`config.mk`:
```
export PLATFORM = sky130hd
export DESIGN_NAME = writeback_flat
export DESIGN_NICKNAME = d
export VERILOG_FILES = /design/src/rtl/writeback_if.sv /design/src/rtl/writeback.sv /design/src/flat_wrapper.sv
export SDC_FILE = /design/constraint.sdc
export NUM_CORES = 1
export LEC_CHECK = 0
export CAP_MARGIN = 20
export CORE_AREA = 2 2 181 183
export DETAILED_ROUTE_END_ITERATION = 16
export DIE_AREA = 0 0 183 185
export PLACE_DENSITY = 0.76
export SLEW_MARGIN = 20
export SYNTH_ARGS = -nofsm -noshare
export SYNTH_HDL_FRONTEND = slang
export SYNTH_SLANG_ARGS = --single-unit
export TNS_END_PERCENT = 50
```
`constraint.sdc`:
```
create_clock -name clk -period 3.8 [get_ports clk]
set_input_delay 0.76 -clock clk [delete_from_list [all_inputs] [get_ports clk]]
set_output_delay 0.76 -clock clk [all_outputs]
set_load 0.01 [all_outputs]
```
`src/rtl/writeback_if.sv`:
```
// writeback_if
//   Groups the two handshakes seen by the writeback stage.
//   Result channel (execute -> writeback):
//     wb_valid/wb_ready, wb_result, wb_dest, wb_reg, wb_width,
//     wb_flags_we, wb_status, wb_addr
//   Store channel (writeback -> memory):
//     mem_wr_valid/mem_wr_ready, mem_wr_addr, mem_wr_data, mem_wr_mask
//   Modports:
//     master : the environment (execute stage plus memory port)
//     slave  : the writeback stage itself
interface writeback_if;
  logic        wb_valid;
  logic        wb_ready;
  logic [31:0] wb_result;
  logic [1:0]  wb_dest;
  logic [2:0]  wb_reg;
  logic [1:0]  wb_width;
  logic        wb_flags_we;
  logic [4:0]  wb_status;
  logic [31:0] wb_addr;

  logic        mem_wr_valid;
  logic        mem_wr_ready;
  logic [31:0] mem_wr_addr;
  logic [31:0] mem_wr_data;
  logic [3:0]  mem_wr_mask;

  modport master (
    output wb_valid, wb_result, wb_dest, wb_reg, wb_width,
           wb_flags_we, wb_status, wb_addr, mem_wr_ready,
    input  wb_ready, mem_wr_valid, mem_wr_addr, mem_wr_data, mem_wr_mask
  );

  modport slave (
    input  wb_valid, wb_result, wb_dest, wb_reg, wb_width,
           wb_flags_we, wb_status, wb_addr, mem_wr_ready,
    output wb_ready, mem_wr_valid, mem_wr_addr, mem_wr_data, mem_wr_mask
  );
endinterface

```
`src/rtl/writeback.sv`:
```
// writeback
//   Commit stage behind execute. Each accepted result is retired as a
//   GPR merge (8/16/32-bit), a flags-only update, or a memory store.
//   Holds the architectural GPR file and EFLAGS.
// Ports:
//   clk, rst  : clock, synchronous active-high reset
//   bus       : writeback_if.slave (result and store handshakes)
//   gprs      : flat GPR file, reg i at [32i+31:32i]
//   eflags    : architectural EFLAGS
//   wb_err    : sticky flag for illegal width/destination
//   retired   : retired-transaction count
// Optional feature:
//   WB_RETIRE_CNT_EN - when defined, retired counts completed
//   transactions; otherwise retired is tied to zero.
module writeback #(
  parameter logic [31:0] EFLAGS_RST = 32'h0000_0002,
  parameter int          NREGS      = 8
) (
  input  logic               clk,
  input  logic               rst,
  writeback_if.slave         bus,
  output logic [32*NREGS-1:0] gprs,
  output logic [31:0]        eflags,
  output logic               wb_err,
  output logic [31:0]        retired
);

  typedef enum logic {IDLE, STORE} state_t;

  state_t      state;
  logic [31:0] regs [NREGS];
  logic        wb_ready_q;
  logic        mem_wr_valid_q;
  logic [31:0] mem_wr_addr_q;
  logic [31:0] mem_wr_data_q;
  logic [3:0]  mem_wr_mask_q;

  logic        accept;
  logic        illegal;
  logic [2:0]  tgt;
  logic [31:0] merged;
  logic [3:0]  store_mask;

  assign bus.wb_ready     = wb_ready_q;
  assign bus.mem_wr_valid = mem_wr_valid_q;
  assign bus.mem_wr_addr  = mem_wr_addr_q;
  assign bus.mem_wr_data  = mem_wr_data_q;
  assign bus.mem_wr_mask  = mem_wr_mask_q;

  // wb_ready is only ever high in IDLE, so accept implies IDLE.
  assign accept  = bus.wb_valid & wb_ready_q;
  assign illegal = (bus.wb_width == 2'b11) | (bus.wb_dest == 2'b11);

  // Byte writes to regs 4-7 land in byte 1 of regs 0-3 (AH/CH/DH/BH),
  // so the target register drops the high index bit for 8-bit width.
  always_comb begin
    tgt        = (bus.wb_width == 2'b00) ? {1'b0, bus.wb_reg[1:0]} : bus.wb_reg;
    merged     = regs[tgt];
    store_mask = 4'b1111;
    case (bus.wb_width)
      2'b00: begin
        store_mask = 4'b0001;
        if (bus.wb_reg[2]) merged[15:8] = bus.wb_result[7:0];
        else               merged[7:0]  = bus.wb_result[7:0];
      end
      2'b01: begin
        store_mask    = 4'b0011;
        merged[15:0]  = bus.wb_result[15:0];
      end
      default: merged = bus.wb_result;
    endcase
  end

  // Commit FSM; all architectural state and handshake outputs are registered here.
  always_ff @(posedge clk) begin
    if (rst) begin
      state          <= IDLE;
      wb_ready_q     <= 1'b1;
      mem_wr_valid_q <= 1'b0;
      mem_wr_addr_q  <= '0;
      mem_wr_data_q  <= '0;
      mem_wr_mask_q  <= '0;
      eflags         <= EFLAGS_RST;
      wb_err         <= 1'b0;
      for (int i = 0; i < NREGS; i++) regs[i] <= '0;
    end else begin
      case (state)
        IDLE: begin
          if (accept) begin
            if (bus.wb_flags_we) begin
              eflags[0]  <= bus.wb_status[4];
              eflags[2]  <= bus.wb_status[3];
              eflags[6]  <= bus.wb_status[2];
              eflags[7]  <= bus.wb_status[1];
              eflags[11] <= bus.wb_status[0];
            end
            if (illegal) begin
              wb_err <= 1'b1;
            end else if (bus.wb_dest == 2'b01) begin
              regs[tgt] <= merged;
            end else if (bus.wb_dest == 2'b10) begin
              mem_wr_addr_q  <= bus.wb_addr;
              mem_wr_data_q  <= bus.wb_result;
              mem_wr_mask_q  <= store_mask;
              mem_wr_valid_q <= 1'b1;
              wb_ready_q     <= 1'b0;
              state          <= STORE;
            end
          end
        end
        STORE: begin
          if (bus.mem_wr_ready) begin
            mem_wr_valid_q <= 1'b0;
            wb_ready_q     <= 1'b1;
            state          <= IDLE;
          end
        end
      endcase
    end
  end

  for (genvar g = 0; g < NREGS; g++) begin : g_flat
    assign gprs[32*g +: 32] = regs[g];
  end

`ifdef WB_RETIRE_CNT_EN
  logic retire_evt;

  // Stores retire on the memory handshake, everything else on accept.
  assign retire_evt = (accept & ~(~illegal & (bus.wb_dest == 2'b10))) |
                      ((state == STORE) & bus.mem_wr_ready);

  always_ff @(posedge clk) begin
    if (rst)             retired <= '0;
    else if (retire_evt) retired <= retired + 32'd1;
  end
`else
  assign retired = '0;
`endif

endmodule

```
`src/flat_wrapper.sv`:
```
// flat-port wrapper written by rule: the top's interface ports become plain ports
module writeback_flat 
#(
  parameter logic [31:0] EFLAGS_RST = 32'h0000_0002,
  parameter int          NREGS      = 8
)
  (clk, rst, gprs, eflags, wb_err, retired, bus_wb_valid, bus_wb_result, bus_wb_dest, bus_wb_reg, bus_wb_width, bus_wb_flags_we, bus_wb_status, bus_wb_addr, bus_mem_wr_ready, bus_wb_ready, bus_mem_wr_valid, bus_mem_wr_addr, bus_mem_wr_data, bus_mem_wr_mask);
  writeback_if bus_i ();
  input  logic clk;
  input  logic rst;
  output logic [32*NREGS-1:0] gprs;
  output logic [31:0] eflags;
  output logic wb_err;
  output logic [31:0] retired;
  input wire logic [$bits(bus_i.wb_valid)-1:0] bus_wb_valid;
  input wire logic [$bits(bus_i.wb_result)-1:0] bus_wb_result;
  input wire logic [$bits(bus_i.wb_dest)-1:0] bus_wb_dest;
  input wire logic [$bits(bus_i.wb_reg)-1:0] bus_wb_reg;
  input wire logic [$bits(bus_i.wb_width)-1:0] bus_wb_width;
  input wire logic [$bits(bus_i.wb_flags_we)-1:0] bus_wb_flags_we;
  input wire logic [$bits(bus_i.wb_status)-1:0] bus_wb_status;
  input wire logic [$bits(bus_i.wb_addr)-1:0] bus_wb_addr;
  input wire logic [$bits(bus_i.mem_wr_ready)-1:0] bus_mem_wr_ready;
  output wire logic [$bits(bus_i.wb_ready)-1:0] bus_wb_ready;
  output wire logic [$bits(bus_i.mem_wr_valid)-1:0] bus_mem_wr_valid;
  output wire logic [$bits(bus_i.mem_wr_addr)-1:0] bus_mem_wr_addr;
  output wire logic [$bits(bus_i.mem_wr_data)-1:0] bus_mem_wr_data;
  output wire logic [$bits(bus_i.mem_wr_mask)-1:0] bus_mem_wr_mask;
  assign bus_i.wb_valid = bus_wb_valid;
  assign bus_i.wb_result = bus_wb_result;
  assign bus_i.wb_dest = bus_wb_dest;
  assign bus_i.wb_reg = bus_wb_reg;
  assign bus_i.wb_width = bus_wb_width;
  assign bus_i.wb_flags_we = bus_wb_flags_we;
  assign bus_i.wb_status = bus_wb_status;
  assign bus_i.wb_addr = bus_wb_addr;
  assign bus_i.mem_wr_ready = bus_mem_wr_ready;
  assign bus_wb_ready = bus_i.wb_ready;
  assign bus_mem_wr_valid = bus_i.mem_wr_valid;
  assign bus_mem_wr_addr = bus_i.mem_wr_addr;
  assign bus_mem_wr_data = bus_i.mem_wr_data;
  assign bus_mem_wr_mask = bus_i.mem_wr_mask;
  writeback #(.EFLAGS_RST(EFLAGS_RST), .NREGS(NREGS)) u_core (.clk(clk), .rst(rst), .bus(bus_i), .gprs(gprs), .eflags(eflags), .wb_err(wb_err), .retired(retired));
endmodule
```
; Yosys cells after proc, flatten, opt, wreduce, memory -nomap -nowiden
; Memory sizes are Yosys's and may differ from the RTL's.
; Cells that the tools add are included.
[op_classes]
n_eq_ne = 13
n_mux = 35
n_bitwise = 5
reduce_logical = 10
[ops]
columns = cell, n
row1 = $mux 16, 2
row2 = $mux 32, 1
row3 = $reduce_or 32->1, 1
row4 = $mux 1, 23
row5 = $mux 8, 2
row6 = $ne 2x2->1 const B, 5
row7 = $reduce_and 5->1, 2
row8 = $mux 3, 3
row9 = $pmux 4 s2, 1
row10 = $eq 2x2->1 const B, 3
row11 = $pmux 1 s2, 3
row12 = $reduce_and 2->1, 3
row13 = $reduce_and 3->1, 2
row14 = $eq 2x1->1 const B, 2
row15 = $ne 2x1->1 const B, 2
row16 = $not 1->1, 3
row17 = $logic_not 2->1, 1
row18 = $reduce_or 2->1, 1
row19 = $and 1x1->1, 1
row20 = $ne 1x1->1 const B, 1
row21 = $or 1x1->1, 1
[totals]
regBits = 77
ram_bits = 256
inputBits = 81
n_memories = 1
[memory_table]
columns = memory, words, word_bits, read_ports, rd_ports_with_merged_regs, write_ports, line_no
row1 = u_core.regs, 8, 32, 8, 0, 8, writeback.sv:31  ; logic [31:0] regs [NREGS];

; Logic depth before layout (Yosys ltp)
; Gate-level depths: netlist (run 1).
[logic_depth]
word_depth = 10
depth_mapped = 7

; Least setup slack after synthesis (run 1)
; Ideal clock, no wire load.
[synth_timing]
path_type = input to register
from = input port bus_wb_width[1]
to = memory u_core.regs[3][16], enable pin
setup_ps = 411
arrival_time_ps = 2793
t_required_ps = 3389
setup_slack_ps = 596
path_stages = 5
path_buffers = 2
path_cell_list = buf_2 > o21ai_1 > nand3_1 > clkbuf_1 > o21ai_0
[synth_lines]
columns = element, line_no
row1 = start: declaration, flat_wrapper.sv:19  ; input wire logic [$bits(bus_i.wb_width)-1:0] bus_wb_width;
row2 = end: declaration, writeback.sv:31

==> flow_metrics.tcl, run 1 <==
set metrics [dict create \
    rows 66 \
    regToRegStartpoint "u_core.bus.wb_ready$_SDFFE_PP1P_" \
    async_reset_ff_share_pct 0 \
    cpMaxStageDelayCell "a21bo_2" \
    synth.top_cells.by_count "edfxtp_1, nor3_1, clkbuf_1, o31ai_1, dfxtp_1" \
    cts_buffers 35 \
    synth_area_um2 13400 \
    ctsHoldBuffers 0 \
    crit_cells 5 \
    endpoint "u_core.regs[1][1]$_SDFFCE_PN0P_" \
    finalSetupViolations 0 \
    chipWidth_um 183 \
    cts_root_buf "clkbuf_16" \
    cts_tree "built" \
    grt_pass1_vias 10400 \
    insertion_delay_ps 520 \
    cp.required_ps 4040 \
    drtIter0Drc 1144 \
    dominantRegCellSynth "edfxtp_1" \
    busiest_layer "met2" \
    globalRouteMet1Util_pct 31.4 \
    hold_violations 0 \
    power.switching_mw 1.97 \
    dr_total_vias 10900 \
    r2r_cells 5 \
    dr.pass1.iters 8 \
    p_comb_share_pct 10.9 \
    crit_path_end_kind "flop" \
    grt_max_degree 78 \
    slowest_delay_ps 940 \
    fin_area_um2 19000 \
    seq_power_share_pct 49.0 \
    p_int_mw 6.35 \
    die_area_um2 33900 \
    path_buf_inv 2 \
    fin_crit_sh_pct 81.9 \
    reg2reg_slack_ps 1670 \
    postCtsSetupRepairBufs 0 \
    synth_cells 1076 \
    place.gp.congestion 0.825 \
    num-nets-final 1552 \
    synth_top_area_share_pct 57.5 \
    crit_type "input port to flop" \
    ant_nets 0 \
    synth_edf_count 256 \
    clkTransAtPathRegs_ps 60 \
    clock-sinks 332 \
    cts_buffer_depth 3 \
    met3_usage_pct 5.07 \
    post_cts_resized 0 \
    slew_headroom_pct 26.6 \
    holdWs_ps 458 \
    worst_ep_arrival_time_ps 3350 \
    post-dp-hpwl_um 30500 \
    drive_above_1_share_pct 9.01 \
    powerDensity_nw_per_um2 437 \
    ys_seq_area_share_pct 68.8 \
    synthTopCellsByArea "edfxtp_1, dfxtp_1, nor3_1, o31ai_1, buf_4" \
    avgSynthCellArea_um2 12.4 \
    overflow 0 \
    pin_count 472 \
    core_um2 32000 \
    fin_total_pwr_mw 8.32 \
    dieHeight_um 185 \
    p_leak_nw 6.31 \
    drc_errors 0 \
    period_minus_slack_ps 3110 \
    grt_pass1_wl_um 63300 \
    ys_warn_count 0 \
    area_growth_pct 42.2 \
    via_per_inst 5.71 \
    port_buffers 412 \
    crit_start "bus_wb_width[1]" \
    fin_util_pct 59.4 \
    yosysTopAreaCell "edfxtp_1" \
    rsz0062_at_grt "false" \
    power.share.clock_pct 40.1 \
    wl_per_cell_um 22.7 \
    r2r_end "u_core.regs[6][22]$_SDFFCE_PN0P_" \
    wl_um 43300 \
    cp_top_family "buffers and inverters" \
    worstPathCellList "clkdlybuf4s50_1, a22oi_2, a21bo_2, buf_4, nor3_1" \
    status "completed" \
    worstMarginPinSlew_ps 1100 \
    synth_cell_types 34 \
    maxCapViolations 0 \
    start_util_pct 41.8 \
    post-synth-top-count-cell "edfxtp_1" \
    placed_cell_area_um2 17900 \
    grt_usage_pct 24.6 \
    ys_ff_latch 332 \
    hp-class "flop to flop" \
    antenna_found_initial 1 \
    skew_ps 18.2 \
    fmax_mhz 321 \
    worstPathMaxFanout 51 \
    final_max_slew_viol_count 0 \
    ir_worst_vdd_uv 361 \
    grtUsageMet2_pct 41.9 \
    htree_levels 2 \
    swShare_pct 23.7 \
    cp-start-kind "input port" \
    tns_ps 0 \
]
[sequential cells by signal (all words and copies together), names as in the netlist]
register and cells:
u_core.bus.mem_wr_addr 32, u_core.bus.mem_wr_data 32, u_core.bus.mem_wr_mask 3, u_core.bus.mem_wr_valid 1
u_core.bus.wb_ready 1, u_core.eflags 5, u_core.regs 256, u_core.state 1
u_core.wb_err 1
[power by group through the flow]
stage / clock network, mW / logic [mW] / registers (mW)
floorplan: 0 / 0.359 / 4.20
global route: 3.54 / 0.953 / 4.09
finish: 3.34 / 0.906 / 4.08
global placement: 0 / 0.879 / 4.15
detailed placement: 0 / 0.892 / 4.16
CTS: 3.38 / 0.895 / 4.08
[worst min-delay path by stage]
| stage | startpoint | cells after the start | end | slack [ps] |
|---|---|---|---|---|
| detailed placement | u_core.eflags[7]$_SDFFE_PP0P_ | 2 | u_core.eflags[7]$_SDFFE_PP0P_ | 450 |
| finish | u_core.eflags[7]$_SDFFE_PP0P_ | 2 | u_core.eflags[7]$_SDFFE_PP0P_ | 460 |
| global placement | u_core.eflags[0]$_SDFFE_PP0P_ | 2 | u_core.eflags[0]$_SDFFE_PP0P_ | 440 |
| global route | u_core.eflags[2]$_SDFFE_PP0P_ | 2 | u_core.eflags[2]$_SDFFE_PP0P_ | 480 |
| CTS | u_core.eflags[7]$_SDFFE_PP0P_ | 2 | u_core.eflags[7]$_SDFFE_PP0P_ | 460 |
| floorplan | u_core.eflags[0]$_SDFFE_PP0P_ | 2 | u_core.eflags[0]$_SDFFE_PP0P_ | 480 |
[area by class of cell]
| type | count | area [um^2] |
|---|---|---|
| timing repair buffer | 478 | 4640 |
| clock buffer | 45 | 977 |
| clock inverter | 19 | 156 |
| inverter | 19 | 71.3 |
| multi-input combinational | 605 | 3460 |
| fill | 2527 | 13000 |
| tap | 408 | 510 |
| antenna | 1 | 2.50 |
| sequential | 332 | 9210 |
[metrics by stage]
step	cells	worst slack (ps)
CTS	1906	687
global route	1906	558
finish	1907	688
floorplan	1133	596
global placement	1842	181
detailed placement	1842	157
[worst reg2reg max path, delay by kind of cell (launching register included)]
family                 cells  cell delay, ps
AND/OR/NAND/NOR            2             610
flip-flops                 1             410
AO/OA/AOI/OAI              1             170
buffers and inverters      2             640
[per-layer routing]
metal | up-vias | part of all wire, %
met5 | - | 0
met4 | 0 | 3.3
met3 | 78 | 9.4
met2 | 702 | 50
met1 | 5269 | 37
li1 | 4848 | -
[cells by family after synthesis]
family                 Yosys count  share of synthesized area, %
AO/OA/AOI/OAI                  172                          8.18
other                            2                        0.0561
AND/OR/NAND/NOR                366                          15.0
flip-flops                     332                          68.8
multiplexers                     8                         0.599
buffers and inverters          196                          7.35
[cells in the final DEF, fill, tap and decap left out, drive strengths merged, types with 2 or more instances in the layout]
master and count:
clkdlybuf4s50 411, edfxtp 256, nor3 187, o31ai 80
dfxtp 76, a21oi 71, buf 67, nand4 66
nor4 64, conb 59, clkbuf 45, clkinv 31
nand3 14, nand2 14, o21ai 12, nor2 9
mux2i 8, o21a 5, nor2b 5, inv 4
nand4b 2, bufinv 2
Note: power is estimated with default switching activity, not from simulation.
==> run 2, diff against run 1 <==
--- a/config.mk
+++ b/config.mk
@@ -6,10 +6,10 @@
 export NUM_CORES = 1
 export LEC_CHECK = 0
 export CAP_MARGIN = 20
-export CORE_AREA = 2 2 181 183
+export CORE_MARGIN = 2
+export CORE_UTILIZATION = 41
 export DETAILED_ROUTE_END_ITERATION = 16
-export DIE_AREA = 0 0 183 185
-export PLACE_DENSITY = 0.76
+export PLACE_DENSITY = 0.78
 export SLEW_MARGIN = 20
 export SYNTH_ARGS = -nofsm -noshare
 export SYNTH_HDL_FRONTEND = slang
==> constraint.sdc (replaced) <==
create_clock -name clk -period 2.7 [get_ports clk]
set_input_delay 0.54 -clock clk [delete_from_list [all_inputs] [get_ports clk]]
set_output_delay 0.54 -clock clk [all_outputs]
set_load 0.01 [all_outputs]
==> flow_metrics.tcl, run 2 (same netlist as run 1, synthesis figures left out) <==
set metrics [dict create \
    status "completed" \
    largest_register_ffs 256 \
    post-dp-hpwl_um 31500 \
    grt_usage_pct 25.0 \
    grt_pass1_wl_um 64100 \
    setup_ws_ps 438 \
    wl_um 44100 \
    crit_top_cell "buf_4" \
    pre_cts_ws_ps -92.6 \
    place.gp.congestion 0.861 \
    p_comb_share_pct 11.2 \
    antenna_found_initial 2 \
    final_max_slew_viol_count 0 \
    clock-sinks 332 \
    layout_common_cells "clkdlybuf4s50_1, edfxtp_1, nor3_1" \
    post_cts_resized 0 \
    cpMaxStageDelayCell "clkdlybuf4s50_1" \
    period_minus_slack_ps 2260 \
    hp-class "flop to flop" \
    power.share.clock_pct 40.3 \
    core_um2 32400 \
    p_int_mw 9.02 \
    skew_ps 18.4 \
    fmax_mhz 442 \
    power.switching_mw 2.81 \
    wl_per_cell_um 22.4 \
    postCtsSetupRepairBufs 0 \
    largest_register "u_core.regs" \
    rsz0062_at_grt "false" \
    start_util_pct 41.3 \
    htree_levels 2 \
    overflow 0 \
    powerDensity_nw_per_um2 611 \
    crit_path_end_kind "flop" \
    path_buf_inv 4 \
    grt_pass1_vias 10700 \
    maxCapViolations 0 \
    worstMarginPinSlew_ps 795 \
    seq_power_share_pct 48.5 \
    slowest_delay_ps 560 \
    dr_total_vias 11000 \
    cp_top_family "buffers and inverters" \
    fin_util_pct 59.9 \
    via_per_inst 5.59 \
    slew_headroom_pct 47.0 \
    cts_buffers 35 \
    port_buffers 412 \
    area_growth_pct 44.9 \
    worstPathCellList "clkdlybuf4s50_1, a22oi_2, buf_4, o31ai_4, buf_12, o31ai_1, buf_4" \
    num-nets-final 1585 \
    cp-start-kind "input port" \
    dr.pass1.iters 6 \
    rows 66 \
    p_leak_nw 6.49 \
    clkTransAtPathRegs_ps 60 \
    ir_worst_vdd_uv 496 \
    ant_nets 0 \
    worst_ep_arrival_time_ps 2490 \
    grt_max_degree 79 \
    ctsHoldBuffers 0 \
    holdWs_ps 463 \
    tns_ps 0 \
    swShare_pct 23.8 \
    cp.required_ps 2930 \
    dieHeight_um 185 \
    final_common_cell "clkdlybuf4s50_1" \
    pin_count 472 \
    insertion_delay_ps 520 \
    hold_violations 0 \
    cts_tree "built" \
    die_area_um2 34100 \
    drtIter0Drc 1072 \
    crit_type "input port to flop" \
    chipWidth_um 185 \
    drive_above_1_share_pct 10.5 \
    cts_root_buf "clkbuf_16" \
    cts_buffer_depth 3 \
    drc_errors 0 \
    fin_crit_sh_pct 83.8 \
    worstPathMaxFanout 46 \
    finalSetupViolations 0 \
]
-- run 2: worst paths after layout --
| check | end | slack (ps) | from | cells after the start |
|---|---|---|---|---|
| worst max register to register | u_core.regs[1][9]$_SDFFCE_PN0P_ | 710 | u_core.bus.wb_ready$_SDFFE_PP1P_ | 5 |
| worst min-delay path | u_core.eflags[2]$_SDFFE_PP0P_ | 460 | u_core.eflags[2]$_SDFFE_PP0P_ | 2 |
| worst min register to register | u_core.eflags[2]$_SDFFE_PP0P_ | 460 | u_core.eflags[2]$_SDFFE_PP0P_ | 2 |
| worst max-delay path | u_core.regs[1][9]$_SDFFCE_PN0P_ | 440 | bus_wb_width[0] | 7 |
-- run 2: final cells by class --
type                       instances  area [um^2]
tap                              442          553
inverter                          19         71.3
clock buffer                      42          912
fill                            2551        13000
multi-input combinational        605         3420
timing repair buffer             511         4990
antenna                            1         2.50
sequential                       332         9210
clock inverter                    20          224
-- run 2: metrics by stage --
stage | instance area (um^2) | cells | power, mW
floorplan | 13600 | 1133 | 6.42
CTS | 19400 | 1971 | 11.9
detailed placement | 18200 | 1909 | 7.16
global placement | 18200 | 1909 | 7.14
global route | 19400 | 1972 | 12.2
finish | 19400 | 1972 | 11.8
-- run 2: layer usage --
layer / track usage [%] / wire length [um]
met5: 0 / 13
met4: 10.8 / 1750
met3: 5.75 / 4170
met2: 41.7 / 21500
met1: 31.3 / 16700
-- run 2: worst register-to-register path, cell delays in order, from the launching register on --
cell and delay, ps:
dfxtp_1 400, and3b_2 300, nand2_2 170, buf_12 200
o31ai_1 410, buf_4 230
-- run 2: power groups by stage --
stage	clock [mW]	combinational (mW)	sequential, mW
floorplan	0	0.505	5.92
global placement	0	1.29	5.85
detailed placement	0	1.31	5.85
CTS	4.83	1.32	5.74
global route	5.04	1.40	5.75
finish	4.77	1.32	5.74
==> run 3, diff against run 2 <==
--- a/config.mk
+++ b/config.mk
@@ -6,10 +6,10 @@
 export NUM_CORES = 1
 export LEC_CHECK = 0
 export CAP_MARGIN = 20
-export CORE_MARGIN = 2
-export CORE_UTILIZATION = 41
+export CORE_AREA = 2 2 181 183
 export DETAILED_ROUTE_END_ITERATION = 16
-export PLACE_DENSITY = 0.78
+export DIE_AREA = 0 0 183 185
+export PLACE_DENSITY = 0.76
 export SLEW_MARGIN = 20
 export SYNTH_ARGS = -nofsm -noshare
 export SYNTH_HDL_FRONTEND = slang
==> constraint.sdc (replaced) <==
create_clock -name clk -period 2.23 [get_ports clk]
set_input_delay 0.446 -clock clk [delete_from_list [all_inputs] [get_ports clk]]
set_output_delay 0.446 -clock clk [all_outputs]
set_load 0.01 [all_outputs]
==> flow_metrics.tcl, run 3 (same netlist as run 1, synthesis figures left out) <==
set metrics [dict create \
    status "completed" \
    ir_worst_vdd_uv 551 \
    cp.required_ps 2550 \
    cp_top_family "buffers and inverters" \
    cp-start-kind "input port" \
    worstPathCellList "clkdlybuf4s50_1, nor3b_4, nand4_1, buf_12, buf_4, buf_4, nor3_1" \
    dr_total_vias 11300 \
    cts_root_buf "clkbuf_16" \
    rsz0062_at_grt "false" \
    via_per_inst 5.68 \
    fillers 2515 \
    cts_buffer_depth 3 \
    final_common_cell "clkdlybuf4s50_1" \
    tns_ps 0 \
    worst_ep_arrival_time_ps 2350 \
    grt_usage_pct 25.6 \
    setup_ws_ps 203 \
    port_buffers 412 \
    htree_levels 2 \
    met3_usage_pct 5.60 \
    busiest_layer "met2" \
    holdWs_ps 456 \
    globalRouteMet1Util_pct 31.6 \
    num-nets-final 1629 \
    regArea_um2 9210 \
    antenna_found_initial 3 \
    period_minus_slack_ps 2030 \
    slowest_delay_ps 610 \
    path_buf_inv 4 \
    hp-class "flop to flop" \
    pin_count 472 \
    clock-sinks 332 \
    area_growth_pct 48.3 \
    multi_input_area_um2 3500 \
    skew_ps 20.6 \
    insertion_delay_ps 520 \
    layout_common_cells "clkdlybuf4s50_1, edfxtp_1, nor3_1" \
    ctsHoldBuffers 0 \
    grtUsageMet2_pct 44.1 \
    overflow 0 \
    post_cts_resized 0 \
    drc_errors 0 \
    hold_violations 0 \
    core_um2 32000 \
    slew_headroom_pct 44.5 \
    powerDensity_nw_per_um2 732 \
    placed_cell_area_um2 18700 \
    p_leak_nw 6.74 \
    fin_area_um2 19800 \
    postCtsSetupRepairBufs 0 \
    place.gp.congestion 0.823 \
    crit_type "input port to flop" \
    crit_path_end_kind "flop" \
    final_cells 1982 \
    largest_register_ffs 256 \
    grt_max_degree 73 \
    ant_nets 0 \
    post-dp-hpwl_um 31800 \
    placed_cells 1919 \
    wl_per_cell_um 22.6 \
    dieHeight_um 185 \
    cts_buffers 35 \
    final_max_slew_viol_count 0 \
    worstMarginPinSlew_ps 832 \
    chipWidth_um 183 \
    pre_cts_ws_ps -327 \
    crit_top_cell "buf_4" \
    drtIter0Drc 1239 \
    start_util_pct 41.8 \
    grt_pass1_wl_um 65600 \
    clkTransAtPathRegs_ps 60 \
    finalSetupViolations 0 \
    grt_pass1_vias 10900 \
    drive_above_1_share_pct 13.9 \
    rows 66 \
    dr.pass1.iters 7 \
    cts_tree "built" \
    maxCapViolations 0 \
    fin_crit_sh_pct 90.9 \
    largest_register "u_core.regs" \
    fmax_mhz 493 \
    wl_um 44900 \
    die_area_um2 33900 \
    worstPathMaxFanout 17 \
    cpMaxStageDelayCell "clkdlybuf4s50_1" \
]
[run 3: cell count changes in the layout (fill, tap and decap cells not counted), moves of 2 or more]
cell and delta:
clkbuf_8 +2, clkinv_2 -2, clkinv_1 -2, buf_4 +37, o21ai_1 -6, diode_2 +2, o31ai_1 -8, clkinv_8 -2
o31ai_2 +8, nand3_1 -2, buf_12 +7, nand3_2 +2, o21ai_2 +6
[run 3: final timing paths]
path / from / end / slack, ps / depth (start not counted)
max: bus_wb_dest[0] / u_core.regs[0][16]$_SDFFCE_PN0P_ / 200 / 7
min: u_core.eflags[6]$_SDFFE_PP0P_ / u_core.eflags[6]$_SDFFE_PP0P_ / 460 / 2
max reg2reg: u_core.bus.wb_ready$_SDFFE_PP1P_ / u_core.regs[0][16]$_SDFFCE_PN0P_ / 400 / 6
min reg2reg: u_core.eflags[6]$_SDFFE_PP0P_ / u_core.eflags[6]$_SDFFE_PP0P_ / 460 / 2
[run 3: stage by stage]
| step | total power [mW] | utilization [%] |
|---|---|---|
| floorplan | 7.78 | - |
| global placement | 8.73 | 58.3 |
| detailed placement | 8.76 | 58.3 |
| CTS | 14.6 | 61.9 |
| global route | 14.9 | 61.9 |
| finish | 14.5 | 61.9 |
[run 3: power breakdown]
group          total, mW  internal [mW]  switching, mW
clock network       5.88           3.47           2.41
registers           6.95           6.85          0.104
logic               1.69          0.742          0.948
total               14.5           11.1           3.46
[run 3: cell type report]
cell class,instances,share of cell area (%)
repair buffers,555,27.2
clock buffers,45,4.76
multi-input cells,605,17.6
well taps,408,2.57
clock inverters,15,0.984
flip-flops and latches,332,46.4
diodes,3,0.0378
inverters,19,0.359
[run 3: metal layers]
metal | wire length (um) | share of wire (%)
met3 | 4270 | 9.5
met5 | 13 | 0.029
met1 | 16500 | 37
met4 | 1740 | 3.9
met2 | 22300 | 50
[run 3: worst reg2reg max path: stages, from the launching register on]
cell	delay, ps
dfxtp_1	410
and3b_2	270
nand4_1	160
buf_12	200
buf_4	190
buf_4	170
nor3_1	240
